[src/rtl/conversion_controller.sv]
// Dual-slope ADC conversion sequencer: auto-zero, integrate, de-integrate with break-before-make gaps.
// Define VM_AUTOZERO_EN to build the auto-zero phase; without it a conversion starts with integrate.
module conversion_controller #(
    parameter int SYNC_STAGES = 2
) (
    input  logic        clk_i,
    input  logic        rst_ni,
    input  logic        start_i,
    input  logic        abort_i,
    input  logic [15:0] az_limit_i,
    input  logic [15:0] int_limit_i,
    input  logic [15:0] deint_limit_i,
    input  logic        cmp_i,
    output logic        cnt_en_o,
    output logic        cnt_clear_o,
    output logic [15:0] cnt_limit_o,
    input  logic        cnt_busy_i,
    input  logic        cnt_done_i,
    input  logic [15:0] cnt_count_i,
    output logic        sw_az_o,
    output logic        sw_vin_o,
    output logic        sw_vref_o,
    output logic        busy_o,
    output logic [15:0] result_o,
    output logic        overrange_o,
    output logic        result_valid_o,
    input  logic        result_ready_i
);

    // state    | meaning
    // IDLE     | waiting for start_i, switches open
    // GAP      | one-cycle break-before-make, counter cleared, phase holds the target
    // AZ       | auto-zero switch closed, counting az_limit_i
    // INT      | input switch closed, counting int_limit_i
    // DEINT    | reference switch closed until zero crossing or deint_limit_i timeout
    // RESULT   | result_o/overrange_o presented until result_ready_i
    typedef enum logic [2:0] {
        S_IDLE, S_GAP, S_AZ, S_INT, S_DEINT, S_RESULT
    } state_t;

`ifdef VM_AUTOZERO_EN
    localparam state_t FIRST_PHASE = S_AZ;
`else
    localparam state_t FIRST_PHASE = S_INT;
    logic unused_az;
    assign unused_az = ^az_limit_i;
`endif

    state_t state, state_d, phase, phase_d, limit_sel;
    logic [SYNC_STAGES-1:0] cmp_sync;
    logic        cmp_s;
    logic        zero_x;
    logic [15:0] result_d;
    logic [15:0] limit_d;
    logic        ovr_d;

    assign cmp_s  = cmp_sync[SYNC_STAGES-1];
    assign zero_x = (state == S_DEINT) && cnt_busy_i && !cmp_s;

    always_comb begin
        state_d  = state;
        phase_d  = phase;
        result_d = result_o;
        ovr_d    = overrange_o;
        if (abort_i && state != S_IDLE) begin
            state_d = S_IDLE;
        end else begin
            case (state)
                S_IDLE: begin
                    if (start_i && !result_valid_o) begin
                        state_d = S_GAP;
                        phase_d = FIRST_PHASE;
                    end
                end
                S_GAP: state_d = phase;
`ifdef VM_AUTOZERO_EN
                S_AZ: begin
                    if (cnt_done_i) begin
                        state_d = S_GAP;
                        phase_d = S_INT;
                    end
                end
`endif
                S_INT: begin
                    if (cnt_done_i) begin
                        if (cmp_s) begin
                            state_d = S_GAP;
                            phase_d = S_DEINT;
                        end else begin
                            // integrator already below zero: nothing to de-integrate
                            state_d  = S_RESULT;
                            result_d = '0;
                            ovr_d    = 1'b0;
                        end
                    end
                end
                S_DEINT: begin
                    if (zero_x) begin
                        state_d  = S_RESULT;
                        result_d = cnt_count_i;
                        ovr_d    = 1'b0;
                    end else if (cnt_done_i) begin
                        state_d  = S_RESULT;
                        result_d = deint_limit_i;
                        ovr_d    = 1'b1;
                    end
                end
                S_RESULT: begin
                    if (result_valid_o && result_ready_i) state_d = S_IDLE;
                end
                default: state_d = S_IDLE;
            endcase
        end
    end

    // limit is loaded during GAP so the counter sees it from the first phase cycle
    always_comb begin
        limit_d   = cnt_limit_o;
        limit_sel = (state_d == S_GAP) ? phase_d : state_d;
        case (limit_sel)
`ifdef VM_AUTOZERO_EN
            S_AZ:    limit_d = az_limit_i;
`endif
            S_INT:   limit_d = int_limit_i;
            S_DEINT: limit_d = deint_limit_i;
            default: limit_d = cnt_limit_o;
        endcase
    end

    always_ff @(posedge clk_i or negedge rst_ni) begin
        if (!rst_ni) begin
            state          <= S_IDLE;
            phase          <= S_IDLE;
            cmp_sync       <= '0;
            cnt_en_o       <= 1'b0;
            cnt_clear_o    <= 1'b0;
            cnt_limit_o    <= '0;
            sw_vin_o       <= 1'b0;
            sw_vref_o      <= 1'b0;
            busy_o         <= 1'b0;
            result_o       <= '0;
            overrange_o    <= 1'b0;
            result_valid_o <= 1'b0;
        end else begin
            state          <= state_d;
            phase          <= phase_d;
            cmp_sync       <= {cmp_sync[SYNC_STAGES-2:0], cmp_i};
            cnt_en_o       <= (state_d == S_AZ) || (state_d == S_INT) || (state_d == S_DEINT);
            cnt_clear_o    <= (state_d == S_GAP);
            cnt_limit_o    <= limit_d;
            sw_vin_o       <= (state_d == S_INT);
            sw_vref_o      <= (state_d == S_DEINT);
            busy_o         <= (state_d != S_IDLE) && (state_d != S_RESULT);
            result_o       <= result_d;
            overrange_o    <= ovr_d;
            result_valid_o <= (state_d == S_RESULT);
        end
    end

`ifdef VM_AUTOZERO_EN
    always_ff @(posedge clk_i or negedge rst_ni) begin
        if (!rst_ni) sw_az_o <= 1'b0;
        else         sw_az_o <= (state_d == S_AZ);
    end
`else
    assign sw_az_o = 1'b0;
`endif

endmodule
[config.mk]
export PLATFORM = sky130hd
export DESIGN_NAME = conversion_controller
export DESIGN_NICKNAME = d
export VERILOG_FILES = /design/src/rtl/conversion_controller.sv
export SDC_FILE = /design/constraint.sdc
export NUM_CORES = 1
export LEC_CHECK = 0
export ABC_AREA = 1
export BUFFER_PORTS_ARGS = -buffer_cell sky130_fd_sc_hd__buf_4
export CAP_MARGIN = 20
export CORE_ASPECT_RATIO = 0.7
export CORE_MARGIN = 2
export CORE_UTILIZATION = 47
export CTS_BUF_LIST = sky130_fd_sc_hd__clkbuf_8 sky130_fd_sc_hd__clkbuf_16
export CTS_CLUSTER_DIAMETER = 120
export DETAILED_ROUTE_END_ITERATION = 10
export GPL_ROUTABILITY_DRIVEN = 1
export PLACE_DENSITY = 0.8
export SYNTH_ARGS = -nofsm -noshare
export SYNTH_HDL_FRONTEND = slang
export SYNTH_SLANG_ARGS = --single-unit
[constraint.sdc]
create_clock -name clk_i -period 2.26 [get_ports clk_i]
set_input_delay 0.452 -clock clk_i [delete_from_list [all_inputs] [get_ports clk_i]]
set_output_delay 0.452 -clock clk_i [all_outputs]
set_load 0.01 [all_outputs]
==> results.md, run 1 <==
* Status: complete, no violations
* Fillers at 411
* Largest net degree at the start of global routing at 48
* PostCTS Resize Cnt at 0
* DP Area at 3210 um^2
* DP Cell Count at 459
* Synth Net Count at 373
* Synthesized area at 2440 um^2
* Vias in the first global route at 2175
* Cts bufs inserted at 5
* Crit Path Class: flop to flop
* Detailed-route via count at 2455
* DR iter-0 viols at 171
* Worst Path Max Fanout at 16
* Crit path time final at 1970 ps
* Syn_area_per_cell at 8.11 um^2
* # nets final at 470
* Final wirelength at 6730 um
* Clock tree buffer depth at 2
* Top cell type's share of synthesized area at 0.482
* Share of post-route cells with drive strength above 1 at 0.326
* Finished Layout Cells at 468
* Io pins at 112
* Final setup slack of the worst path at 288 ps
* Slew Viols, Final at 0
* Mapped Cells at 301
* Post CTS Setup Buffer Count at 0
* Data arrival, critical path at 2170 ps
* Synth cell types at 30
* Synthesis-to-layout area growth at 35.6%
* ANT cells at 0
* Yosys top cell by area: dfrtp_1
* CP startpoint: state[1]
* Final instance area at 3310 um^2
* CP Launch Type: flop
* Die ar. at 5790 um^2
* RSZ-0062 raised after global routing: no
* Hold crit path type: primary input to async pin
* Gr ovfl total at 0
* Worst-path clk slew at 80 ps
* Initial antenna violation count at 0
* Most instantiated library cell after synthesis: nand2_1
* Asr flop ratio synth at 1.00
* Worst slew margin at 0.622
* Tot GR Track Use at 0.233
* Max cap viols at 0
* Tcrit/Tclk final at 0.872
* Worst reg2reg endpoint: cnt_limit_o[4]
* Number of routed nets with antenna violations at 0
* Routed vias/inst at 5.25
* Drt first pass iters at 6
* Reg2Reg Depth at 10
* EDFF count, synth at 0
* # port buffers at 94
* Core area at 4890 um^2
* Top FF cell, synth: dfrtp_1
* Seq/Total Area, Yosys at 0.482
* Reg-to-Reg Start: state[1]
* Endpoint type of the worst setup path: flop
* Row cnt at 21
* H-Tree Depth at 2
* CTS tree: done
* Pwr dens at 1090 nW/um^2
* P_leak at 1.80 nW
* Area contributors post-synth: dfrtp_1 48%, nand2_1 17%, nand3_1 8.6%, nand4_1 4.4%, nor2_1 3.1%
* Ys Warns at 0
* Dpl hpwl at 5050 um
* Post-CTS Hold Buffers at 0
* First-pass GRT wire length at 10500 um
* Setup_tns at 0 ps
* Later-pin clock latency in the skew report at 300 ps
* Worst VDD drop at 0.000688 V
* Synth top cells by count: 113 x nand2_1, 47 x dfrtp_1, 42 x nand3_1
* Sink Count at 47
* Fin. Hold Viols at 0
* Pre-CTS WS at 200 ps
* Clk root buf: clkbuf_8
* #FFs+latches synth at 47
* Clk_skew at 6.62 ps
* Die H at 64.3 um
* Wirelength per Cell at 14.4 um
* Crit path required time at 2460 ps
* GPL Wtd Cong at 0.891
* Initial core utilization at 0.499
* Die width at 90.1 um
* Worst slew pin tran at 568 ps
* Final number of setup-violating endpoints at 0
* R2r setup slk at 290 ps
* Fmax at 507 MHz
* Remaining DRCs at 0
## flip-flops by register name, indices dropped and copies added (netlist names), 2 cells and up
| signal | cells |
|---|---|
| cnt_limit_o | 16 |
| phase | 3 |
| result_o | 16 |
| cmp_sync | 2 |
| state | 3 |
## power by group
part	internal, mW	leakage, nW	switching [mW]
sequential	1.11	0.600	0.175
clock	0.208	0.0505	0.266
combinational	0.773	1.15	1.07
total	2.09	1.80	1.51
## layout by cell type, fill, tap and decap left out, types with 2 or more instances in the layout
cell type / n
a21oi_1: 2
a221oi_1: 2
a31oi_1: 3
buf_4: 102
clkbuf_8: 5
dfrtp_1: 47
inv_1: 15
inv_2: 4
nand2_1: 113
nand2_2: 3
nand2_4: 2
nand3_1: 42
nand3_4: 3
nand4_1: 17
nor2_1: 20
nor2_4: 2
o21ai_0: 4
## critical path, stage by stage, from the launching register on
cell,delay [ps]
dfrtp_1,460
nor2_1,180
nand2_2,140
nand2_4,160
nand2_1,200
nand2_4,150
nand3_2,280
nand2_1,140
nand2_1,60
nand2_1,50
nand2_1,40
## cell type report
| class | count | area, um^2 | share of cell area |
|---|---|---|---|
| sequential | 47 | 1180 | 0.356 |
| multi-input combinational | 225 | 1130 | 0.343 |
| timing repair buffer | 102 | 766 | 0.231 |
| tap | 69 | 86.3 | 0.0261 |
| clock buffer | 5 | 68.8 | 0.0208 |
| inverter | 17 | 63.8 | 0.0193 |
| clock inverter | 3 | 12.5 | 0.00378 |
## worst max-delay path by stage
stage / to / slack (ps) / cells past startpoint
after floorplan: cnt_limit_o[1] / 580 / 11
after global placement: cnt_limit_o[14] / 240 / 11
after detailed placement: cnt_limit_o[10] / 200 / 9
after CTS: cnt_limit_o[10] / 180 / 9
after global routing: cnt_limit_o[12] / 90 / 8
final: cnt_limit_o[4] / 290 / 10
## per-layer routing
layer | GRT usage | part of all wire | vias up | wire length [um]
li1 | - | - | 1185 | -
met1 | 0.346 | 0.45 | 1136 | 3040
met2 | 0.339 | 0.44 | 120 | 2960
met3 | 0.0436 | 0.090 | 14 | 604
met4 | 0.0846 | 0.018 | 0 | 123
met5 | 0 | 0 | - | 0
## per-stage QoR
step,power [mW],hold slack [ps],utilization
2_1_floorplan,2.38,156,-
3_3_place_gp,3.04,332,0.656
3_5_place_dp,3.10,344,0.656
4_1_cts,3.58,166,0.673
5_1_grt,3.90,177,0.677
6_report,3.61,137,0.677
## logic make-up (layout without fill, tap and decap cells)
| kind of cell | count (synthesis) | after routing | share of synthesized area |
|---|---|---|---|
| and+or+nand+nor | 208 | 209 | 0.409 |
| DFF | 47 | 47 | 0.482 |
| buffers and inverters | 30 | 127 | 0.0605 |
| AOI/OAI and AO/OA | 15 | 15 | 0.0467 |
| other | 1 | 1 | 0.00154 |
(Power assumes the default switching activity.)
==> run 2: changes to the inputs <==
--- a/config.mk
+++ b/config.mk
@@ -8,7 +8,7 @@
 export ABC_AREA = 1
 export BUFFER_PORTS_ARGS = -buffer_cell sky130_fd_sc_hd__buf_4
 export CAP_MARGIN = 20
-export CORE_ASPECT_RATIO = 0.7
+export CORE_ASPECT_RATIO = 2
 export CORE_MARGIN = 2
 export CORE_UTILIZATION = 47
 export CTS_BUF_LIST = sky130_fd_sc_hd__clkbuf_8 sky130_fd_sc_hd__clkbuf_16
==> results.md, run 2 (synthesis gave the netlist of run 1 again) <==
* Later-pin clock latency in the skew report at 300 ps (about the same)
* Initial antenna violation count at 0 (unchanged)
* Finished Layout Cells at 456 (was 468)
* Final Core Density at 0.654 (was 0.677)
* Worst reg2reg endpoint: cnt_limit_o[12] (was cnt_limit_o[4])
* Worst slew margin at 0.601 (was 0.622)
* Io pins at 112 (unchanged)
* Number of routed nets with antenna violations at 0 (unchanged)
* Pwr dens at 1140 nW/um^2 (was 1090 nW/um^2)
* Post-CTS Hold Buffers at 0 (unchanged)
* Die ar. at 5820 um^2 (was 5790 um^2)
* Worst VDD drop at 0.000783 V (was 0.000688 V)
* Setup_tns at 0 ps (unchanged)
* Commonest non-fill, non-tap cell in the layout: nand2_1 (unchanged)
* Critical Path, Cell by Cell: inv_2 -> nor3_2 -> nand2_1 -> nand4_2 -> nand2_1 -> inv_2 -> nand4_4 -> buf_4 -> nand3_1 -> nand2_1 (was nor2_1 -> nand2_2 -> nand2_4 -> nand2_1 -> nand2_4 -> nand3_2 -> nand2_1 -> nand2_1 -> nand2_1 -> nand2_1)
* Synthesis-to-layout area growth at 36.5% (was 35.6%)
* Core area at 5090 um^2 (was 4890 um^2)
* Detailed-route via count at 2416 (was 2455)
* Worst Path Max Fanout at 11 (was 16)
* Clock tree buffer depth at 2 (unchanged)
* Status: complete, no violations (unchanged)
* Max stage delay cell, worst path: dfrtp_1 (unchanged)
* Sequential cell area at 1180 um^2 (unchanged)
* Crit path required time at 2460 ps (about the same)
* ANT cells at 0 (unchanged)
* Reg-to-Reg Start: state[2] (was state[1])
* Initial core utilization at 0.479 (was 0.499)
* P_sw at 1.49 mW (was 1.51 mW)
* H-Tree Depth at 2 (unchanged)
* CP Launch Type: flop (unchanged)
* Final instance area at 3330 um^2 (was 3310 um^2)
* Clock power frac at 0.193 (was 0.132)
* Crit Path Class: flop to flop (unchanged)
* Regs by FF count: cnt_limit_o: 16 flops, result_o: 16 flops (unchanged)
* Tcrit/Tclk final at 0.896 (was 0.872)
* Reg2Reg Depth at 10 (unchanged)
* Max stage delay on crit path at 470 ps (was 460 ps)
* Total Power at 3.79 mW (was 3.61 mW)
* Fillers at 461 (was 411)
* Post CTS Setup Buffer Count at 0 (unchanged)
* Dpl hpwl at 5290 um (was 5050 um)
* Gr ovfl total at 0 (unchanged)
* Endpoint type of the worst setup path: flop (unchanged)
* DP Area at 3190 um^2 (was 3210 um^2)
* DP Cell Count at 448 (was 459)
* Hold crit path type: primary input to async pin (unchanged)
* Final wirelength at 6760 um (was 6730 um)
* Remaining DRCs at 0 (unchanged)
* Row cnt at 37 (was 21)
* Drt first pass iters at 4 (was 6)
* Switching share of power at 0.393 (was 0.419)
* Crit path time final at 2030 ps (was 1970 ps)
* GPL Wtd Cong at 0.841 (was 0.891)
* Wirelength per Cell at 14.8 um (was 14.4 um)
* Largest net degree at the start of global routing at 48 (unchanged)
* Data arrival, critical path at 2220 ps (was 2170 ps)
* RSZ-0062 raised after global routing: no (unchanged)
* Max cap viols at 0 (unchanged)
* Die width at 54.9 um (was 90.1 um)
* Routed vias/inst at 5.30 (was 5.25)
* Fmax at 494 MHz (was 507 MHz)
* Sink Count at 47 (unchanged)
* Vias in the first global route at 2412 (was 2175)
* Share of post-route cells with drive strength above 1 at 0.329 (was 0.326)
* Clk root buf: clkbuf_8 (unchanged)
* DR iter-0 viols at 67 (was 171)
* Commonest cells after routing, fill and taps aside: 113 x nand2_1, 102 x buf_4, 47 x dfrtp_1, 42 x nand3_1, 20 x nor2_1 (unchanged)
* Gate power share at 0.469 (was 0.512)
* Fin. Hold Viols at 0 (unchanged)
* Pint at 2.30 mW (was 2.09 mW)
* # nets final at 469 (was 470)
* First-pass GRT wire length at 10700 um (was 10500 um)
* # port buffers at 94 (unchanged)
* Tot GR Track Use at 0.252 (was 0.233)
* Slew Viols, Final at 0 (unchanged)
* Worst slew pin tran at 599 ps (was 568 ps)
* PostCTS Resize Cnt at 0 (unchanged)
* R2r setup slk at 230 ps (was 290 ps)
* Clk_skew at 6.83 ps (was 6.62 ps)
* Die H at 106 um (was 64.3 um)
* Worst-path clk slew at 90 ps (was 80 ps)
* Sequential share of power at 0.337 (was 0.357)
* Final number of setup-violating endpoints at 0 (unchanged)
* Multi-input gate area at 1120 um^2 (was 1130 um^2)
* Cell repeated most along the worst path: nand2_1 (unchanged)
* P_leak at 1.81 nW (was 1.80 nW)
* CTS tree: done (unchanged)
* Cts bufs inserted at 5 (unchanged)
[run 2: cell count changes in the layout (fill, tap and decap cells not counted)]
cell / change
nand2_8: -1
clkinv_2: -1
nand3_2: -1
nand2_4: +1
inv_1: -2
bufinv_16: +2
clkinvlp_4: +1
[run 2: routing by layer]
layer | wire, um | GRT usage | vias to the layer above
li1 | - | - | 1177
met1 | 2450 | 0.275 | 1127
met2 | 3750 | 0.443 | 94
met3 | 313 | 0.0407 | 18
met4 | 242 | 0.120 | 0
met5 | 0 | 0 | -
[run 2: layout make-up]
cell class / instances / area share
Multi-Input combinational cell: 224 / 0.335
Tap cell: 58 / 0.0218
Clock buffer: 5 / 0.0207
Clock inverter: 3 / 0.0203
Inverter: 17 / 0.0192
Sequential cell: 47 / 0.353
Timing Repair Buffer: 102 / 0.230
[run 2: critical path: cells and delay by family (launching register included)]
kind | cells | cell delay (ps)
flops | 1 | 470
simple gates | 7 | 990
buf+inv | 3 | 460
[run 2: power groups by stage]
stage	registers, mW	logic, mW	clock network (mW)
after CTS	1.28	1.80	0.740
after global routing	1.31	1.96	0.776
after global placement	1.29	1.74	0
after floorplan	1.38	1.00	0
after detailed placement	1.29	1.78	0
final	1.28	1.78	0.733
[run 2: how the worst max path moves through the flow]
stage                from  depth (start not counted)  slack [ps]         endpoint
2_1_floorplan    state[0]                         11         580   cnt_limit_o[1]
5_1_grt          state[1]                         12         110   cnt_limit_o[5]
4_1_cts          state[2]                         10         250  cnt_limit_o[12]
6_report         state[2]                         10         230  cnt_limit_o[12]
3_3_place_gp   cnt_done_i                         13         300  cnt_limit_o[14]
3_5_place_dp     state[2]                         10         280  cnt_limit_o[12]
[run 2: stage by stage]
step | setup slack, ps | hold slack, ps
floorplan | 581 | 156
global placement | 299 | 331
detailed placement | 281 | 335
CTS | 245 | 169
global route | 105 | 200
finish | 234 | 137
